==> src/rtl/uart_hash_cmd_ctrl.sv <==
// UART command/response controller in front of a hash core: length-prefixed frames in, status + digest out.
// Optional macro UART_HASH_HEX_OUT_EN sends the digest as lowercase ASCII hex instead of raw bytes.
module uart_hash_cmd_ctrl #(
  parameter int          DIGEST_W    = 256,
  parameter int          MAX_LEN     = 1024,
  parameter int          TIMEOUT_CYC = 2500000,
  parameter logic [7:0]  CMD_HASH    = 8'h01
) (
  input  logic                clk,
  input  logic                rst_n,
  input  logic [7:0]          rx_data,
  input  logic                rx_valid,
  output logic [7:0]          tx_data,
  output logic                tx_start,
  input  logic                tx_busy,
  output logic                hash_start,
  output logic [7:0]          hash_data,
  output logic                hash_valid,
  output logic                hash_last,
  output logic                hash_abort,
  input  logic [DIGEST_W-1:0] hash_out,
  input  logic                hash_done,
  output logic                busy
);

  typedef enum logic [2:0] {
    IDLE, LEN_HI, LEN_LO, START, PAYLOAD, WAIT_HASH, TX_ISSUE, TX_WAIT
  } state_t;

  localparam logic [7:0]  ST_ACK     = 8'h06;
  localparam logic [7:0]  ST_TOO_BIG = 8'h15;
  localparam logic [7:0]  ST_TIMEOUT = 8'h18;
  localparam logic [15:0] MAX_LEN16  = 16'(MAX_LEN);
  localparam logic [31:0] TO_LAST    = 32'(TIMEOUT_CYC - 1);
  localparam int          IDX_W      = $clog2(DIGEST_W/4) + 1;

`ifdef UART_HASH_HEX_OUT_EN
  localparam int NCHARS = DIGEST_W/4;
  localparam int SHIFT  = 4;
`else
  localparam int NCHARS = DIGEST_W/8;
  localparam int SHIFT  = 8;
`endif

  state_t              state_q, state_d;
  logic [15:0]         len_q, len_d;
  logic [15:0]         cnt_q, cnt_d;
  logic [31:0]         to_cnt_q, to_cnt_d;
  logic [IDX_W-1:0]    idx_q, idx_d;
  logic [IDX_W-1:0]    last_idx_q, last_idx_d;
  logic [7:0]          status_q, status_d;
  logic [DIGEST_W-1:0] digest_q, digest_d;
  logic                seen_busy_q, seen_busy_d;
  logic                started_q, started_d;
  logic [7:0]          tx_data_d, hash_data_d;
  logic                tx_start_d, hash_start_d, hash_valid_d, hash_last_d, hash_abort_d;
  logic                timed, expired, timeout;
  logic [7:0]          digest_byte;

`ifdef UART_HASH_HEX_OUT_EN
  function automatic logic [7:0] to_hex(input logic [3:0] n);
    return (n < 4'd10) ? (8'h30 + {4'h0, n}) : (8'h57 + {4'h0, n});
  endfunction
  assign digest_byte = to_hex(digest_q[DIGEST_W-1 -: 4]);
`else
  assign digest_byte = digest_q[DIGEST_W-1 -: 8];
`endif

  assign busy    = (state_q != IDLE);
  assign timed   = state_q inside {LEN_HI, LEN_LO, START, PAYLOAD, WAIT_HASH};
  assign expired = (to_cnt_q == TO_LAST);

  always_comb begin
    state_d      = state_q;
    len_d        = len_q;
    cnt_d        = cnt_q;
    idx_d        = idx_q;
    last_idx_d   = last_idx_q;
    status_d     = status_q;
    digest_d     = digest_q;
    seen_busy_d  = seen_busy_q;
    started_d    = started_q;
    tx_data_d    = tx_data;
    hash_data_d  = hash_data;
    tx_start_d   = 1'b0;
    hash_start_d = 1'b0;
    hash_valid_d = 1'b0;
    hash_last_d  = 1'b0;
    hash_abort_d = 1'b0;
    timeout      = 1'b0;
    case (state_q)
      IDLE: begin
        started_d = 1'b0;
        if (rx_valid && rx_data == CMD_HASH) state_d = LEN_HI;
      end
      LEN_HI: begin
        if (rx_valid) begin
          len_d[15:8] = rx_data;
          state_d     = LEN_LO;
        end else timeout = expired;
      end
      LEN_LO: begin
        if (rx_valid) begin
          len_d[7:0] = rx_data;
          if ({len_q[15:8], rx_data} > MAX_LEN16) begin
            status_d   = ST_TOO_BIG;
            idx_d      = '0;
            last_idx_d = '0;
            state_d    = TX_ISSUE;
          end else begin
            hash_start_d = 1'b1;
            started_d    = 1'b1;
            cnt_d        = '0;
            state_d      = START;
          end
        end else timeout = expired;
      end
      START: begin
        // An empty message is closed by a lone hash_last right after hash_start.
        if (len_q == 16'd0) begin
          hash_last_d = 1'b1;
          state_d     = WAIT_HASH;
        end else state_d = PAYLOAD;
      end
      PAYLOAD: begin
        if (rx_valid) begin
          hash_data_d  = rx_data;
          hash_valid_d = 1'b1;
          cnt_d        = cnt_q + 16'd1;
          if (cnt_q + 16'd1 == len_q) begin
            hash_last_d = 1'b1;
            state_d     = WAIT_HASH;
          end
        end else timeout = expired;
      end
      WAIT_HASH: begin
        if (hash_done) begin
          digest_d   = hash_out;
          status_d   = ST_ACK;
          idx_d      = '0;
          last_idx_d = IDX_W'(NCHARS);
          state_d    = TX_ISSUE;
        end else if (!rx_valid) timeout = expired;
      end
      TX_ISSUE: begin
        if (!tx_busy) begin
          tx_data_d   = (idx_q == '0) ? status_q : digest_byte;
          tx_start_d  = 1'b1;
          seen_busy_d = 1'b0;
          state_d     = TX_WAIT;
        end
      end
      TX_WAIT: begin
        // Advance only after the TX core has visibly taken and finished the byte.
        if (!seen_busy_q) begin
          if (tx_busy) seen_busy_d = 1'b1;
        end else if (!tx_busy) begin
          if (idx_q == last_idx_q) state_d = IDLE;
          else begin
            if (idx_q != '0) digest_d = digest_q << SHIFT;
            idx_d   = idx_q + IDX_W'(1);
            state_d = TX_ISSUE;
          end
        end
      end
      default: state_d = IDLE;
    endcase
    if (timeout) begin
      hash_abort_d = started_q;
      status_d     = ST_TIMEOUT;
      idx_d        = '0;
      last_idx_d   = '0;
      state_d      = TX_ISSUE;
    end
    to_cnt_d = (rx_valid || !timed || state_d != state_q) ? 32'd0 : to_cnt_q + 32'd1;
  end

  always_ff @(posedge clk or negedge rst_n) begin
    if (!rst_n) begin
      state_q     <= IDLE;
      len_q       <= '0;
      cnt_q       <= '0;
      to_cnt_q    <= '0;
      idx_q       <= '0;
      last_idx_q  <= '0;
      status_q    <= '0;
      digest_q    <= '0;
      seen_busy_q <= 1'b0;
      started_q   <= 1'b0;
      tx_data     <= '0;
      tx_start    <= 1'b0;
      hash_start  <= 1'b0;
      hash_data   <= '0;
      hash_valid  <= 1'b0;
      hash_last   <= 1'b0;
      hash_abort  <= 1'b0;
    end else begin
      state_q     <= state_d;
      len_q       <= len_d;
      cnt_q       <= cnt_d;
      to_cnt_q    <= to_cnt_d;
      idx_q       <= idx_d;
      last_idx_q  <= last_idx_d;
      status_q    <= status_d;
      digest_q    <= digest_d;
      seen_busy_q <= seen_busy_d;
      started_q   <= started_d;
      tx_data     <= tx_data_d;
      tx_start    <= tx_start_d;
      hash_start  <= hash_start_d;
      hash_data   <= hash_data_d;
      hash_valid  <= hash_valid_d;
      hash_last   <= hash_last_d;
      hash_abort  <= hash_abort_d;
    end
  end

endmodule

==> config.mk <==
export PLATFORM = sky130hd
export DESIGN_NAME = uart_hash_cmd_ctrl
export DESIGN_NICKNAME = d
export VERILOG_FILES = /design/src/rtl/uart_hash_cmd_ctrl.sv
export SDC_FILE = /design/constraint.sdc
export NUM_CORES = 1
export LEC_CHECK = 0
export ABC_CLOCK_PERIOD_IN_PS = 3500
export BUFFER_PORTS_ARGS = -buffer_cell sky130_fd_sc_hd__buf_4
export CORE_UTILIZATION = 55
export CTS_CLUSTER_SIZE = 24
export DETAILED_ROUTE_END_ITERATION = 8
export GPL_TIMING_DRIVEN = 0
export PLACE_DENSITY = 0.78
export SLEW_MARGIN = 30
export SYNTH_ARGS = -nofsm -noshare
export SYNTH_HDL_FRONTEND = slang
export SYNTH_SLANG_ARGS = --single-unit
==> constraint.sdc <==
create_clock -name clk -period 3.5 [get_ports clk]
set_input_delay 0.35 -clock clk [delete_from_list [all_inputs] [get_ports clk]]
set_output_delay 0.35 -clock clk [all_outputs]
set_load 0.005 [all_outputs]
==> results of run 1 <==
## layout by cell type (no fill, tap or decap), drive strengths merged, types with 4 or more instances in the layout
cell	instances
o21ai	31
o21a	5
or3	6
ha	4
nor2b	4
nand2b	8
and2	4
nand2	584
o41ai	4
a31oi	253
o22ai	5
inv	19
xnor2	27
a22o	8
clkbuf	142
mux2	8
and3	10
mux2i	8
xor2	20
nor3	18
clkinv	5
o31ai	7
nand3	22
a21oi	23
and4	7
nand4	13
nor4	14
dfrtp	358
buf	355
nor2	324
## layout make-up
type / instances / area share [%]
multi-input cells: 1451 / 33.5
flip-flops and latches: 358 / 42.3
repair buffers: 295 / 10.9
clock buffers: 64 / 5.84
well taps: 396 / 2.34
plain buffers: 139 / 4.26
clock inverters: 10 / 0.532
inverters: 17 / 0.302
## routing by layer
metal  global-route usage, %  up-vias  share of wire, %
met3                    6.49       93               7.2
met1                    39.5     7343                42
li1                        -     7348                 -
met2                    48.3      526                48
met5                       0        -                 0
met4                    8.83        0               2.7
## logic make-up after synthesis
logic type                 synth area share (%)
DFF                                        52.7
adders and majority gates                 0.294
and+or+nand+nor                            24.5
AOI/OAI and AO/OA                          13.3
xor gates and xnor gates                   2.55
buffers and inverters                      5.68
muxes                                      1.00
## power by group through the flow
stage / combinational (mW) / sequential [mW] / clock (mW)
after floorplan: 5.74 / 6.68 / 0
after global placement: 7.48 / 6.95 / 0
after detailed placement: 7.73 / 7.01 / 0
after CTS: 7.77 / 6.96 / 4.32
after global routing: 8.72 / 7.17 / 4.48
final: 7.76 / 6.99 / 4.25
## sequential cells by signal, indices dropped and copies added (netlist names), 3 cells and up
register	cells
status_q	5
tx_data	8
hash_data	8
to_cnt_q	32
len_q	16
cnt_q	16
digest_q	256
state_q	3
idx_q	7
## through the flow
stage	utilization [%]	hold WS [ps]	cells	setup slack (ps)
3_5_place_dp	64.9	275	2655	385
3_3_place_gp	64.5	453	2651	-1260
5_1_grt	69.3	32.9	2730	158
2_1_floorplan	-	54.4	1965	1260
4_1_cts	69.3	22.7	2730	375
6_report	69.3	34.0	2730	375
## worst paths after layout
check | to | slack [ps] | cells past startpoint
max | digest_q[168] | 380 | 8
min in group asynchronous | to_cnt_q[19] | 320 | 2
max in group asynchronous | digest_q[81] | 1700 | 5
min | digest_q[7] | 30 | 2
max reg2reg | digest_q[168] | 380 | 8
min reg2reg | started_q | 470 | 1
## Yosys cell counts, types with 5 or more instances
| library cell | number | area share (%) |
|---|---|---|
| a21oi_1 | 23 | 0.68 |
| a22o_1 | 8 | 0.41 |
| a31oi_1 | 253 | 9.3 |
| and3_1 | 10 | 0.37 |
| and4_1 | 7 | 0.36 |
| buf_2 | 9 | 0.26 |
| buf_6 | 49 | 3.2 |
| clkbuf_1 | 77 | 1.7 |
| dfrtp_1 | 358 | 53 |
| inv_1 | 17 | 0.38 |
| mux2_2 | 8 | 0.53 |
| mux2i_1 | 8 | 0.47 |
| nand2_1 | 584 | 13 |
| nand2b_1 | 8 | 0.29 |
| nand3_1 | 22 | 0.65 |
| nand4_1 | 13 | 0.48 |
| nor2_1 | 324 | 7.2 |
| nor3_1 | 15 | 0.44 |
| nor4_1 | 14 | 0.52 |
| o21a_1 | 5 | 0.22 |
| o21ai_0 | 31 | 0.91 |
| o22ai_1 | 5 | 0.18 |
| o31ai_1 | 7 | 0.31 |
| or3_1 | 6 | 0.22 |
| xnor2_1 | 27 | 1.4 |
| xor2_1 | 20 | 1.0 |
==> metrics.csv, run 1 <==
stage,metric,value,unit
yosys,ys.warnings.count,0,
floorplanning,die_x,178,um
sta,min_period,3120,ps
sta,relSlewSlack,35.6,%
yosys,ys_ff_latch,358,
route,drt-total-wl,46200,um
floorplanning,start_util,55.7,%
critical_path,crit_top_cell,clkbuf_1,
critical_path,crit_start,state_q[1],
floorplanning,io_pins,291,
critical_path,critPathSlowestCell,clkbuf_1,
critical_path,crit_path_cell_trace,clkbuf_1 -> buf_1 -> nand3_1 -> clkbuf_1 -> clkbuf_1 -> clkbuf_1 -> nand2_1 -> a31oi_1,
finish,drive_above_1_share,18.5,%
sta,grt_setup_unrepaired,false,
power_and_ir_drop,pwr-share-comb,40.9,%
critical_path,arrival,3560,ps
yosys,postSynthAreaPerCell,8.65,um^2
global_route,grt-ovfl-total,0,
route,drt_iter0_drc,1219,
yosys,syn_nets,2238,
sta,post-route-period-util,89.3,%
route,viasPerCell,5.61,
route,route.detailed.drc,0,
clock_network,path_clk_slew,60,ps
finish,multi_input_area,7080,um^2
floorplanning,die_h,178,um
clock_network,hold_buffers,1,
critical_path,path_class,flip-flop to flip-flop,
finish,diodes,0,
clock_network,cts_resized,0,
clock_network,cts_root_buf,clkbuf_16,
critical_path,worst-path-max-fanout,10,
finish,synthToLayoutAreaGrowth,24.4,%
finish,seq_area,8960,um^2
placement,placed_area,19800,um^2
min_path,hold_path_class,input pin to flip-flop,
route,drt-pass1-iter-count,5,
floorplanning,dieArea,31600,um^2
clock_network,cts.sinks,358,
clock_network,htree_levels,2,
power_and_ir_drop,ir_drop,509,uV
sta,tightest_slew,963,ps
placement,portBuffers,290,
critical_path,crit_path_end_kind,flip-flop,
yosys,ys_async_sr_fraction,100,%
critical_path,slowest_delay,660,ps
critical_path,cp-start-kind,flip-flop,
sta,clock_skew,20.5,ps
floorplanning,core_area,30500,um^2
global_route,track_usage,29.6,%
global_route,grt_pass1_wl,74200,um
yosys,synth_area,17000,um^2
clock_network,clk_latency,530,ps
power_and_ir_drop,intPower,11.7,mW
finish,design_area,21200,um^2
min_path,worstHoldStart,hash_out[7],
yosys,synth-edff-count,0,
sta,setup_tns,0,ps
yosys,syn_inst,1965,
global_route,grt_antenna_before_repair,0,
yosys,synth_flop_cell,dfrtp_1,
route,vias,15300,
global_route,grt_max_degree,85,
power_and_ir_drop,power_density,898,nW/um^2
yosys,yosysSeqAreaShare,52.7,%
yosys,yosys.cell_types.count,56,
critical_path,reg2reg_from,state_q[1],
critical_path,path_buf_inv,5,
route,postRouteAntennaNets,0,
run_status,status,completed,
power_and_ir_drop,total_power,19.0,mW
clock_network,cts_buffers,41,
clock_network,post-cts-setup-buffer-count,0,
critical_path,crit_required,3940,ps
placement,hpwl,33700,um
route,detail_route.wl_per_cell,16.9,um
floorplanning,num_rows,64,
power_and_ir_drop,seqPwrFrac,36.8,%
sta,maxSlewViolCount,0,
clock_network,cts_buffer_depth,3,
power_and_ir_drop,p_leak,9.59,nW
power_and_ir_drop,clock_power_share,22.4,%
sta,setup_viol,0,
run,cap_violations,0,
power_and_ir_drop,p_sw_share,38.6,%
critical_path,path_delay_family,buffers and inverters,
clock_network,tritoncts,built,
finish,fillerInstances,2439,
finish,nNetsFinal,2576,
sta,max_freq,320,MHz
sta,hold_violations,0,
power_and_ir_drop,p_switching,7.33,mW
global_route,grt_pass1_vias,14800,
placement,gp_congestion,0.919,
Note: power is estimated with default switching activity, not from simulation.
==> run 2: changes to the inputs <==
--- a/config.mk
+++ b/config.mk
@@ -7,11 +7,10 @@
 export LEC_CHECK = 0
 export ABC_CLOCK_PERIOD_IN_PS = 3500
 export BUFFER_PORTS_ARGS = -buffer_cell sky130_fd_sc_hd__buf_4
-export CORE_UTILIZATION = 55
+export CORE_UTILIZATION = 30
 export CTS_CLUSTER_SIZE = 24
 export DETAILED_ROUTE_END_ITERATION = 8
 export GPL_TIMING_DRIVEN = 0
-export PLACE_DENSITY = 0.78
 export SLEW_MARGIN = 30
 export SYNTH_ARGS = -nofsm -noshare
 export SYNTH_HDL_FRONTEND = slang
==> run 2 against run 1 <==
Effect of this change:
- critical path type unchanged
- cell count is 14% higher
- flip-flop and latch count stayed put
- register-to-register slack worse by 30 ps
- critical endpoint is now digest_q[173]
- combinational power is 1% higher
- cell area is 2.8% higher
- largest power group unchanged
- largest cell class unchanged
- maximum frequency is 0.82% lower
- core utilization is 30 points lower
==> metrics.csv, run 2 (same netlist as run 1, synthesis figures left out) <==
stage,metric,value,unit,change
clock_network,path_clk_slew,50,ps,about the same
clock_network,cts_buffer_depth,3,,unchanged
min_path,hold-path-cell-count,3,,+1
critical_path,slowest_delay,640,ps,-20 ps
placement,hpwl,38600,um,+15%
route,drt_iter0_drc,948,,-22%
floorplanning,num_rows,86,,+34%
critical_path,crit_path_end_kind,flip-flop,,
route,drt-total-wl,51800,um,+12%
finish,layout_commonest_cell,nand2_1,,
finish,largest_registers,"digest_q: 256 flops, to_cnt_q: 32 flops",,
power_and_ir_drop,p_leak,9.64,nW,+0.62%
clock_network,post-cts-setup-buffer-count,0,,unchanged
global_route,track_usage,17.9,%,-12 points
finish,finalNonFillerCells,3101,,+14%
clock_network,cts_root_buf,clkbuf_16,,
power_and_ir_drop,ir_drop,297,uV,-42%
critical_path,reg2reg_from,state_q[1],,
clock_network,clk_latency,570,ps,+40 ps
route,detail_route.wl_per_cell,16.7,um,-1.2%
sta,min_period,3150,ps,+25.7 ps
run,cap_violations,0,,unchanged
min_path,hold_path_class,input pin to flip-flop,,
clock_network,cts.sinks,358,,unchanged
sta,maxSlewViolCount,0,,unchanged
min_path,holdPathEnd,seen_busy_q,,
global_route,grt_antenna_before_repair,4,,+4
clock_network,tritoncts,built,,
critical_path,crit_start,state_q[1],,
critical_path,path_delay_family,buffers and inverters,,
sta,relSlewSlack,38.4,%,+2.8 points
sta,hold_violations,0,,unchanged
run_status,status,completed,,
finish,largest_register_ffs,256,,unchanged
finish,nNetsFinal,2591,,+0.58%
clock_network,htree_levels,2,,unchanged
critical_path,crit_required,3960,ps,+20 ps
finish,largest_register,digest_q,,
sta,setup_viol,0,,unchanged
sta,clock_skew,28.7,ps,+8.24 ps
min_path,worstHoldStart,tx_busy,,
critical_path,rrSetupSlack,350,ps,-30 ps
global_route,grt_max_degree,86,,+1.2%
sta,max_freq,317,MHz,-0.82%
critical_path,crit_path_cell_trace,clkbuf_1 -> buf_1 -> nand3_1 -> clkbuf_1 -> clkbuf_1 -> clkbuf_1 -> nand2_1 -> a31oi_1,,
global_route,grt_pass1_wl,81300,um,+9.6%
floorplanning,start_util,30.6,%,-25 points
clock_network,cts_resized,0,,unchanged
placement,dpl.cell_count,3007,,+13%
critical_path,cp-start-kind,flip-flop,,
finish,final_core_util,39.1,%,-30 points
critical_path,crit_top_cell,clkbuf_1,,
route,route.detailed.drc,0,,unchanged
finish,drive_above_1_share,18.8,%,+0.38 points
sta,grt_setup_unrepaired,false,,
global_route,grt-ovfl-total,0,,unchanged
critical_path,critPathSlowestCell,clkbuf_1,,
power_and_ir_drop,power_density,882,nW/um^2,-1.8%
critical_path,r2r-end,digest_q[173],,
placement,gp_congestion,0.866,,-5.7%
floorplanning,io_pins,291,,unchanged
critical_path,path_buf_inv,5,,unchanged
route,drt-pass1-iter-count,7,,+2
critical_path,path_class,flip-flop to flip-flop,,
floorplanning,die_h,240,um,+35%
route,postRouteAntennaNets,0,,unchanged
power_and_ir_drop,total_power,19.2,mW,+0.95%
route,vias,15200,,-0.44%
finish,final_cell_mix,"nand2_1 (584), dfrtp_1 (358), nor2_1 (324)",,
floorplanning,core_area,55500,um^2,+82%
finish,synthToLayoutAreaGrowth,27.8,%,
critical_path,arrival,3610,ps,+50 ps
route,viasPerCell,4.92,,-12%
sta,post-route-period-util,90.0,%,+0.73 points
clock_network,cts_buffers,43,,+4.9%
global_route,grt_pass1_vias,15200,,+2.7%
finish,fillerInstances,5700,,+130%
floorplanning,die_x,240,um,+35%
critical_path,worst-path-max-fanout,10,,unchanged
sta,tightest_slew,921,ps,-42.3 ps
placement,portBuffers,290,,unchanged
critical_path,ff2ff_path_depth,8,,unchanged
floorplanning,dieArea,57600,um^2,+82%
[run 2: worst max path at each step]
stage | end | slack [ps] | cells after the start
global route | digest_q[167] | 50 | 8
detailed placement | digest_q[172] | 250 | 8
global placement | digest_q[84] | -1380 | 1
CTS | digest_q[172] | 180 | 8
finish | digest_q[173] | 350 | 8
floorplan | digest_q[172] | 1260 | 10
[run 2: layout make-up]
type / count / area, um^2 / area share [%]
Inverter: 17 / 63.8 / 0.294
Clock inverter: 23 / 171 / 0.789
Tap cell: 748 / 936 / 4.31
Sequential cell: 358 / 8960 / 41.2
Buffer: 139 / 903 / 4.16
Antenna cell: 2 / 5.00 / 0.0230
Timing Repair Buffer: 308 / 2430 / 11.2
Clock buffer: 55 / 1180 / 5.43
Multi-Input combinational cell: 1451 / 7080 / 32.6
[run 2: repair_timing]
action                     in CTS  in global routing
hold buffers                   14                  0
setup endpoints to repair       0                  0
hold endpoints to repair       73                  0
[run 2: worst register-to-register path, delay by kind of cell, from the launching register on]
kind / cells / cell delay, ps
compound gates: 1 / 190
buf+inv: 5 / 2210
flops: 1 / 370
simple gates: 2 / 270
[run 2: power breakdown]
part | switching (mW) | internal [mW] | total, mW
Clock | 1.83 | 2.47 | 4.31
Combinational | 4.68 | 3.19 | 7.86
Sequential | 1.10 | 5.92 | 7.01
[run 2: routing by layer]
metal	vias to the layer above	track usage, %	share of wire (%)
li1	7382	-	-
met1	7321	23.6	43
met2	462	29.8	48
met3	74	3.63	6.4
met4	4	4.73	2.0
met5	-	0	0.058
[run 2: stage by stage]
step                hold WS [ps]  setup slack (ps)  TNS (ps)  area (um^2)
global route                24.6              53.2         0        21700
detailed placement           335               253         0        20200
global placement             453             -1380   -472160        20100
floorplan                   54.4              1260         0        17000
finish                      34.0               349         0        21700
CTS                         4.55               185         0        21700
==> run 3: changes to the inputs <==
--- a/config.mk
+++ b/config.mk
@@ -11,6 +11,7 @@
 export CTS_CLUSTER_SIZE = 24
 export DETAILED_ROUTE_END_ITERATION = 8
 export GPL_TIMING_DRIVEN = 0
+export RECOVER_POWER = 100
 export SLEW_MARGIN = 30
 export SYNTH_ARGS = -nofsm -noshare
 export SYNTH_HDL_FRONTEND = slang
==> constraint.sdc (replaced) <==
create_clock -name clk -period 3.5 [get_ports clk]
set_input_delay 0.35 -clock clk [delete_from_list [all_inputs] [get_ports clk]]
set_output_delay 0.35 -clock clk [all_outputs]
set_load 0.1 [all_outputs]
==> run 3 against run 2 <==
Effect of this change:
- the flow now finishes with violations (max-capacitance violations, max-slew violations)
- non-clock buffer count is the same
- register-to-register slack worse by 20 ps
- combinational power up 4.8%
- largest cell class unchanged
- clock power about the same
- cell area is 1.2% lower
==> metrics.csv, run 3 (same netlist as run 1, synthesis figures left out) <==
stage,metric,value,unit,change
placement,place_ws,253,ps,unchanged
placement,placed_area,20200,um^2,unchanged
critical_path,path_class,flip-flop to flip-flop,,
power_and_ir_drop,power_density,911,nW/um^2,+3.2%
floorplanning,start_util,30.6,%,unchanged
finish,drive_above_1_share,17.3,%,-1.5 points
global_route,grt-ovfl-total,0,,unchanged
sta,clock_skew,26.8,ps,-1.96 ps
critical_path,slowest_delay,610,ps,-30 ps
sta,fin_ws,330,ps,-19.7 ps
clock_network,cts_buffer_depth,3,,unchanged
run,cap_violations,1,,+1
floorplanning,dieArea,57600,um^2,unchanged
run_status,violations,"max-capacitance violations, max-slew violations",,
sta,post-route-period-util,90.6,%,+0.56 points
global_route,grt_antenna_before_repair,4,,unchanged
critical_path,endpoint,digest_q[127],,
clock_network,path_clk_slew,60,ps,about the same
sta,relSlewSlack,-7.39,%,-46 points
clock_network,clk_latency,570,ps,about the same
clock_network,tritoncts,built,,
critical_path,crit_path_end_kind,flip-flop,,
finish,design_area,21500,um^2,-1.2%
sta,tightest_slew,1610,ps,+690 ps
placement,hpwl,38600,um,unchanged
sta,maxSlewViolCount,62,,+62
power_and_ir_drop,p_leak,9.48,nW,-1.7%
critical_path,crit_required,3980,ps,+20 ps
finish,final_cell_mix,"nand2_1 (584), dfrtp_1 (358), nor2_1 (324)",,
min_path,hold_path_class,input pin to flip-flop,,
route,route.detailed.drc,0,,unchanged
critical_path,crit_path_cell_trace,inv_1 -> ha_1 -> or4b_1 -> nor3_1 -> o21a_1 -> a211oi_1 -> clkbuf_1 -> clkbuf_2 -> clkbuf_1 -> nor2_1 -> a31oi_1,,
critical_path,crit_start,idx_q[0],,
finish,layout_commonest_cell,nand2_1,,
sta,grt_setup_unrepaired,false,,
clock_network,cts_root_buf,clkbuf_16,,
critical_path,critPathSlowestCell,clkbuf_1,,
placement,gp_congestion,0.866,,unchanged
critical_path,cp-start-kind,flip-flop,,
finish,nNetsFinal,2591,,unchanged
finish,largest_register,digest_q,,
floorplanning,core_area,55500,um^2,unchanged
critical_path,arrival,3650,ps,+40 ps
power_and_ir_drop,ir_drop,490,uV,+65%
critical_path,r2r-end,digest_q[127],,
clock_network,post-cts-setup-buffer-count,0,,unchanged
critical_path,rrSetupSlack,330,ps,-20 ps
finish,final_core_util,38.7,%,-0.48 points
route,drt_iter0_drc,1018,,+7.4%
clock_network,cts.sinks,358,,unchanged
critical_path,worst-path-max-fanout,10,,unchanged
route,postRouteAntennaNets,0,,unchanged
route,vias,15200,,-0.066%
route,drt-total-wl,51700,um,-0.31%
placement,dpl.cell_count,3007,,unchanged
global_route,grt_pass1_vias,15200,,unchanged
sta,setup_viol,0,,unchanged
finish,fillerInstances,5755,,+0.96%
floorplanning,die_h,240,um,unchanged
floorplanning,io_pins,291,,unchanged
sta,min_period,3170,ps,+19.7 ps
sta,setup_tns,0,ps,unchanged
route,viasPerCell,4.91,,about the same
floorplanning,num_rows,86,,unchanged
finish,largest_register_ffs,256,,unchanged
floorplanning,die_x,240,um,unchanged
critical_path,reg2reg_from,idx_q[0],,
critical_path,ff2ff_path_depth,11,,+3
global_route,grt_pass1_wl,81300,um,unchanged
route,detail_route.wl_per_cell,16.7,um,-0.31%
finish,synthToLayoutAreaGrowth,26.3,%,
finish,largest_registers,"digest_q: 256 flops, to_cnt_q: 32 flops",,
sta,max_freq,315,MHz,-0.62%
run_status,status,finished with violations,,
placement,portBuffers,290,,unchanged
clock_network,htree_levels,2,,unchanged
critical_path,crit_top_cell,clkbuf_1,,
finish,finalNonFillerCells,3101,,unchanged
clock_network,cts_buffers,43,,unchanged
route,drt-pass1-iter-count,5,,-2
global_route,grt_max_degree,86,,unchanged
sta,hold_violations,0,,unchanged
global_route,track_usage,17.9,%,unchanged
## run 3: worst min path at each step
stage                              end       start  slack (ps)  cells past startpoint
after floorplan               cnt_q[0]       rst_n          50                      0
after global placement       started_q   started_q         450                      1
after detailed placement  to_cnt_q[16]       rst_n         330                      1
after CTS                     len_q[1]  rx_data[1]           5                      3
after global routing          len_q[4]  rx_data[4]          20                      3
final                      seen_busy_q     tx_busy          20                      3
## run 3: area by class of cell
cell class / count / area (um^2) / area share (%)
Antenna cell: 2 / 5.00 / 0.0233
Buffer: 139 / 779 / 3.63
Clock buffer: 55 / 1180 / 5.50
Clock inverter: 23 / 171 / 0.798
Inverter: 17 / 63.8 / 0.297
Multi-Input combinational cell: 1451 / 7060 / 32.9
Sequential cell: 358 / 8960 / 41.7
Tap cell: 748 / 936 / 4.36
Timing Repair Buffer: 308 / 2310 / 10.8
## run 3: critical path: cells and delay by family (launching register included)
kind                       cells  cell delay, ps
adders and majority gates      1             200
buffers and inverters          4            1530
DFF                            1             360
AOI/OAI and AO/OA              3             580
and+or+nand+nor                3             410
## run 3: routing by layer
layer | GRT usage, % | part of all wire [%] | up-vias
met5 | 0 | 0.058 | -
met4 | 4.73 | 1.9 | 4
met3 | 3.63 | 6.2 | 72
met2 | 29.8 | 48 | 415
met1 | 23.6 | 44 | 7353
li1 | - | - | 7389
## run 3: what timing repair did
action | in CTS | in global routing
hold endpoints to repair | 73 | 0
hold buffers | 14 | 0
resized for setup | 0 | 0
endpoints found under the setup margin | 0 | 0
## run 3: where the power goes
part	switching [mW]	total (mW)	internal (mW)
registers	1.09	7.01	5.92
logic	5.31	8.24	2.93
clock network	1.83	4.31	2.47
total	8.24	19.6	11.3
## run 3: stage by stage
step	hold WS (ps)	power, mW
after CTS	4.55	20.1
after detailed placement	335	15.6
final	23.8	19.6
after global placement	453	15.4
after floorplan	54.4	13.1
after global routing	24.6	21.0
